## src/rtl/lsu_pkg.sv

```systemverilog
// lsu_pkg: shared funct3 codes, state encoding and size/alignment helpers for the memory-stage LSU.
package lsu_pkg;
  localparam logic [2:0] F3_B  = 3'b000;
  localparam logic [2:0] F3_H  = 3'b001;
  localparam logic [2:0] F3_W  = 3'b010;
  localparam logic [2:0] F3_BU = 3'b100;
  localparam logic [2:0] F3_HU = 3'b101;
  typedef enum logic [1:0] {IDLE, WAIT, DONE} lsu_state_t;
  function automatic logic is_byte(logic [2:0] f3);
    return f3 == F3_B || f3 == F3_BU;
  endfunction
  function automatic logic is_half(logic [2:0] f3);
    return f3 == F3_H || f3 == F3_HU;
  endfunction
  // Unlisted funct3 codes fall through to word size.
  function automatic logic is_misaligned(logic [2:0] f3, logic [1:0] a);
    return is_half(f3) ? a[0] : !is_byte(f3) && a != 2'b00;
  endfunction
endpackage

```

## src/rtl/ld_fmt.sv

```systemverilog
// ld_fmt: picks the addressed byte/half lane of a read word and sign/zero-extends it.
module ld_fmt
  import lsu_pkg::*;
(
  input  logic [31:0] rdata,
  input  logic [1:0]  addr,
  input  logic [2:0]  funct3,
  output logic [31:0] data
);
  logic [7:0]  b;
  logic [15:0] h;
  assign b = rdata[{addr, 3'b000} +: 8];
  assign h = rdata[{addr[1], 4'b0000} +: 16];
  assign data = funct3 == F3_B  ? {{24{b[7]}}, b}  :
                funct3 == F3_BU ? {24'b0, b}       :
                funct3 == F3_H  ? {{16{h[15]}}, h} :
                funct3 == F3_HU ? {16'b0, h}       : rdata;
endmodule

```

## src/rtl/mem_lsu.sv

```systemverilog
// mem_lsu: MEM-stage load/store unit; issues one word-bus access per instruction and stalls until ack or watchdog abort.
module mem_lsu
  import lsu_pkg::*;
#(
  parameter int unsigned TMO_CYCLES = 255
) (
  input  logic        clk,
  input  logic        rst,
  input  logic        readm,
  input  logic        memWrtm,
  input  logic [2:0]  funct3m,
  input  logic [31:0] aluRsltm,
  input  logic [31:0] wrtDm,
  output logic        stallm,
  output logic [31:0] ldDatam,
  output logic        ldVldm,
  output logic        misalgnm,
  output logic        busErrm,
  output logic        dmReq,
  output logic        dmWe,
  output logic [31:0] dmAddr,
  output logic [3:0]  dmBe,
  output logic [31:0] dmWdata,
  input  logic [31:0] dmRdata,
  input  logic        dmAck
);
  lsu_state_t  state_q, state_d;
  logic [31:0] cnt_q, addr_q, wd_q, ld_q, wd_d, fmt;
  logic [3:0]  be_q, be_d;
  logic [2:0]  f3_q;
  logic        we_q, ok_q, err_q;
  logic        access, mis, idle_s, wait_s, go, ack, tmo;

  assign access = readm | memWrtm;
  assign mis    = is_misaligned(funct3m, aluRsltm[1:0]);
  assign idle_s = state_q == IDLE;
  assign wait_s = state_q == WAIT;
  // rst gates the IDLE-state combinational request so a held readm/memWrtm cannot leak through reset.
  assign go     = ~rst & idle_s & access & ~mis;
  assign ack    = wait_s & dmAck;
  assign tmo    = wait_s & ~dmAck & (TMO_CYCLES != 0) & (cnt_q == TMO_CYCLES - 1);

  assign be_d = is_byte(funct3m) ? 4'b0001 << aluRsltm[1:0] :
                is_half(funct3m) ? (aluRsltm[1] ? 4'b1100 : 4'b0011) : 4'b1111;
  assign wd_d = ~memWrtm         ? 32'b0               :
                is_byte(funct3m) ? {4{wrtDm[7:0]}}     :
                is_half(funct3m) ? {2{wrtDm[15:0]}}    : wrtDm;

  ld_fmt u_fmt (.rdata(dmRdata), .addr(addr_q[1:0]), .funct3(f3_q), .data(fmt));

  always_comb begin
    state_d = state_q;
    case (state_q)
      IDLE:    state_d = go ? WAIT : IDLE;
      WAIT:    state_d = ack | tmo ? DONE : WAIT;
      default: state_d = IDLE;
    endcase
  end

  always_ff @(posedge clk or posedge rst)
    if (rst) begin
      state_q <= IDLE;
      cnt_q   <= '0;
      addr_q  <= '0;
      wd_q    <= '0;
      be_q    <= '0;
      f3_q    <= '0;
      we_q    <= 1'b0;
      ok_q    <= 1'b0;
      err_q   <= 1'b0;
      ld_q    <= '0;
    end else begin
      state_q <= state_d;
      if (go) begin
        we_q   <= memWrtm;
        addr_q <= aluRsltm;
        be_q   <= be_d;
        wd_q   <= wd_d;
        f3_q   <= funct3m;
        cnt_q  <= '0;
      end else if (wait_s) cnt_q <= cnt_q + 32'd1;
      if (ack) begin
        ok_q  <= ~we_q;
        err_q <= 1'b0;
        if (~we_q) ld_q <= fmt;
      end else if (tmo) begin
        ok_q  <= 1'b0;
        err_q <= 1'b1;
      end
    end

  assign stallm   = go | wait_s;
  assign dmReq    = go | wait_s;
  assign dmWe     = go ? memWrtm : wait_s & we_q;
  assign dmAddr   = go ? {aluRsltm[31:2], 2'b00} : wait_s ? {addr_q[31:2], 2'b00} : 32'b0;
  assign dmBe     = go ? be_d : wait_s ? be_q : 4'b0;
  assign dmWdata  = go ? wd_d : wait_s ? wd_q : 32'b0;
  assign misalgnm = ~rst & idle_s & access & mis;
  assign ldVldm   = state_q == DONE & ok_q;
  assign busErrm  = state_q == DONE & err_q;
  assign ldDatam  = ld_q;
endmodule

```

## config.mk

```make
export PLATFORM = sky130hd
export DESIGN_NAME = mem_lsu
export DESIGN_NICKNAME = d
export VERILOG_FILES = /design/src/rtl/lsu_pkg.sv /design/src/rtl/ld_fmt.sv /design/src/rtl/mem_lsu.sv
export SDC_FILE = /design/constraint.sdc
export NUM_CORES = 1
export LEC_CHECK = 0
export CAP_MARGIN = 10
export CORE_UTILIZATION = 40
export DETAILED_ROUTE_END_ITERATION = 6
export PLACE_DENSITY_LB_ADDON = 0.1
export SKIP_CTS_REPAIR_TIMING = 1
export SLEW_MARGIN = 20
export SYNTH_ARGS = -nofsm -noshare
export SYNTH_HDL_FRONTEND = slang
export SYNTH_SLANG_ARGS = --single-unit
```

## constraint.sdc

```tcl
create_clock -name clk -period 7.6 [get_ports clk]
set_input_delay 2.28 -clock clk [delete_from_list [all_inputs] [get_ports clk]]
set_output_delay 2.28 -clock clk [all_outputs]
set_load 0.01 [all_outputs]
```

==> impl_metrics.ini <==
[worst_setup_path]
crit_buf_inv = 2
r2r_cells = 5
crit_fanout = 13
worst_setup_path_end_kind = output pin
path_depth = 6
cpLargestDelayFamily = buffers and inverters
r2r-end = ldDatam[9]
slowest_stage = and3_1
crit_arrival_ns = 5.00
r2r-start = state_q[1]
cpMostUsedCell = clkdlybuf4s50_1
ff2ff_setup_slack_ns = 4.64
cpPeakStageDelay_ns = 0.60
worst-setup-path-type = primary input to output pin
startpoint_type = primary input
required_ns = 5.32
worstPathCellList = clkdlybuf4s50_1, o21a_1, a21oi_1, and3_1, a22o_1, clkdlybuf4s50_1

[logic_synthesis]
synth_cell_types = 55
synth.area.top_cells = dfrtp_1, mux2i_1, a22o_1
synth_top_area_frac = 0.464
synth_ff_type = dfrtp_1
yosysTopAreaCell = dfrtp_1
syn_inst = 728
synth-seq-cells = 140
syn_area_per_cell_sq_um = 10.4
synth_area_sq_um = 7550
synth_async_sr_flop_share = 1.00
synthMostInstantiatedCell = dfrtp_1
synth_common_cells = dfrtp_1, o21ai_0, nand2_1
synth-edff-count = 0
ys_seq_area_frac = 0.464
synth-warning-count = 0

[route]
drc = 0
routed_wirelength_um = 21600
avgRoutedWirePerCell_um = 18.8
drtIter0Drc = 434
drt-vias-per-instance = 5.70
dr.pass1.iters = 4
ant_nets = 0
dr_total_vias = 6550

[floorplan]
die_area_sq_um = 19400
fp-row-count = 49
core_sq_um = 18200
initial_core_util = 0.414
io_pins = 210
fp.dieW_um = 139
die_h_um = 139

[worst_hold_path]
min_to = wd_q[28]
hold_path_class = flip-flop to flip-flop
min_path_cells = 1
hp-start = wd_q[28]

[global_route]
grt_pass1_wl_um = 35400
grtUsageTotal = 0.230
antenna_found_initial = 0
overflow = 0
grt_max_degree = 85
grt_pass1_vias = 6706

[power]
swShare = 0.305
peakVddDrop_mv = 0.166
p_leak_nw = 4.47
p_comb_frac = 0.310
power_frac_seq = 0.381
switching_power_w = 0.000886
power_frac_clock = 0.309
internal_power_w = 0.00202
power_density_nw_per_um2 = 279

[cts]
cts.sinks = 140
cts_inserted_buffers = 17
ctsRootBufferMaster = clkbuf_16
clock_latency_ns = 0.42
clockBufferDepth = 2
cts.htree.levels = 4
tritoncts = yes
path_clk_slew_ns = 0.06

[sta]
drv_slew = 0
fmax_mhz = 137
post-route-period-util = 0.958
finalCriticalPeriod_ns = 7.28
hold-worst-slack_ns = 0.482
rsz0062_at_grt = no
tightest_slew_ns = 1.05
max_slew_margin = 0.301
post-route-worst-setup-slack_ns = 0.321
setup_violations = 0
setup_tns_ns = 0
hold_viol = 0
clock_skew_ns = 0.00604

[flow_run]
max_cap_viol_count = 0

[placed_design]
post-dp-hpwl_um = 15100
place_congestion = 0.849
place_area_sq_um = 9760
place_ws_ns = 0.392
io_buffers = 207

[finish]
n_antenna_cell = 0
drive_gt1_frac = 0.111
finalNetCount = 1013
postLayoutCellArea_sq_um = 10400
area_growth_pct = 37.9
fin_util = 0.571

[run_status]
status = complete, no violations
worst max path at each step:
stage                            from          to
after global placement            rst  dmAddr[25]
after detailed placement   funct3m[1]  dmWdata[0]
after floorplan           aluRsltm[1]      stallm
after CTS                  funct3m[1]  dmWdata[0]
final                      funct3m[1]  dmWdata[0]
after global routing       funct3m[1]  dmWdata[0]
through the flow:
stage          total power [W]  instances
4_1_cts                0.00293       1149
6_report               0.00291       1149
2_1_floorplan          0.00156        729
3_5_place_dp           0.00202       1117
5_1_grt                0.00306       1149
3_3_place_gp           0.00199       1117
layout by cell type (no fill, tap or decap), types with 28 or more instances in the layout:
cell type	count
o21ai_0	61
nor2_1	45
mux2i_1	45
clkdlybuf4s50_1	207
a21oi_1	34
dfrtp_1	140
mux2_2	34
a22o_1	47
a21o_1	28
nand2_1	49
routing by layer:
| metal | global-route usage | up-vias | routed length [um] | part of all wire |
|---|---|---|---|---|
| li1 | - | 3067 | - | - |
| met1 | 0.298 | 3256 | 9620 | 0.45 |
| met2 | 0.370 | 199 | 10200 | 0.47 |
| met3 | 0.0602 | 28 | 1420 | 0.066 |
| met4 | 0.0813 | 0 | 335 | 0.016 |
| met5 | 0 | - | 0 | 0 |
layout make-up:
class / count / area [sq um]
fill: 1550 / 7800
sequential: 140 / 3500
multi-input combinational: 518 / 3740
timing repair buffer: 222 / 2200
clock buffer: 17 / 425
clock inverter: 15 / 213
tap: 229 / 287
inverter: 8 / 35.0
power by group through the flow:
stage / logic (W) / registers, W / clock network, W
global placement: 0.000883 / 0.00111 / 0
detailed placement: 0.000902 / 0.00112 / 0
floorplan: 0.000458 / 0.00110 / 0
CTS: 0.000906 / 0.00111 / 0.000921
finish: 0.000900 / 0.00111 / 0.000899
global route: 0.000973 / 0.00113 / 0.000951
registers in the layout, indices dropped and copies added, names as in the netlist:
name,flops
addr_q,32
cnt_q,32
ldDatam,32
wd_q,32
be_q,4
f3_q,3
state_q,2
err_q,1
ok_q,1
we_q,1
kinds of logic after synthesis:
kind of cell	after synthesis	share of synthesized area
AOI/OAI and AO/OA	226	0.205
other	1	0.000497
DFF	140	0.464
and+or+nand+nor	188	0.135
muxes	87	0.134
xor gates and xnor gates	13	0.0151
adders and majority gates	2	0.00332
buffers and inverters	71	0.0424
Note: power is estimated with default switching activity, not from simulation.
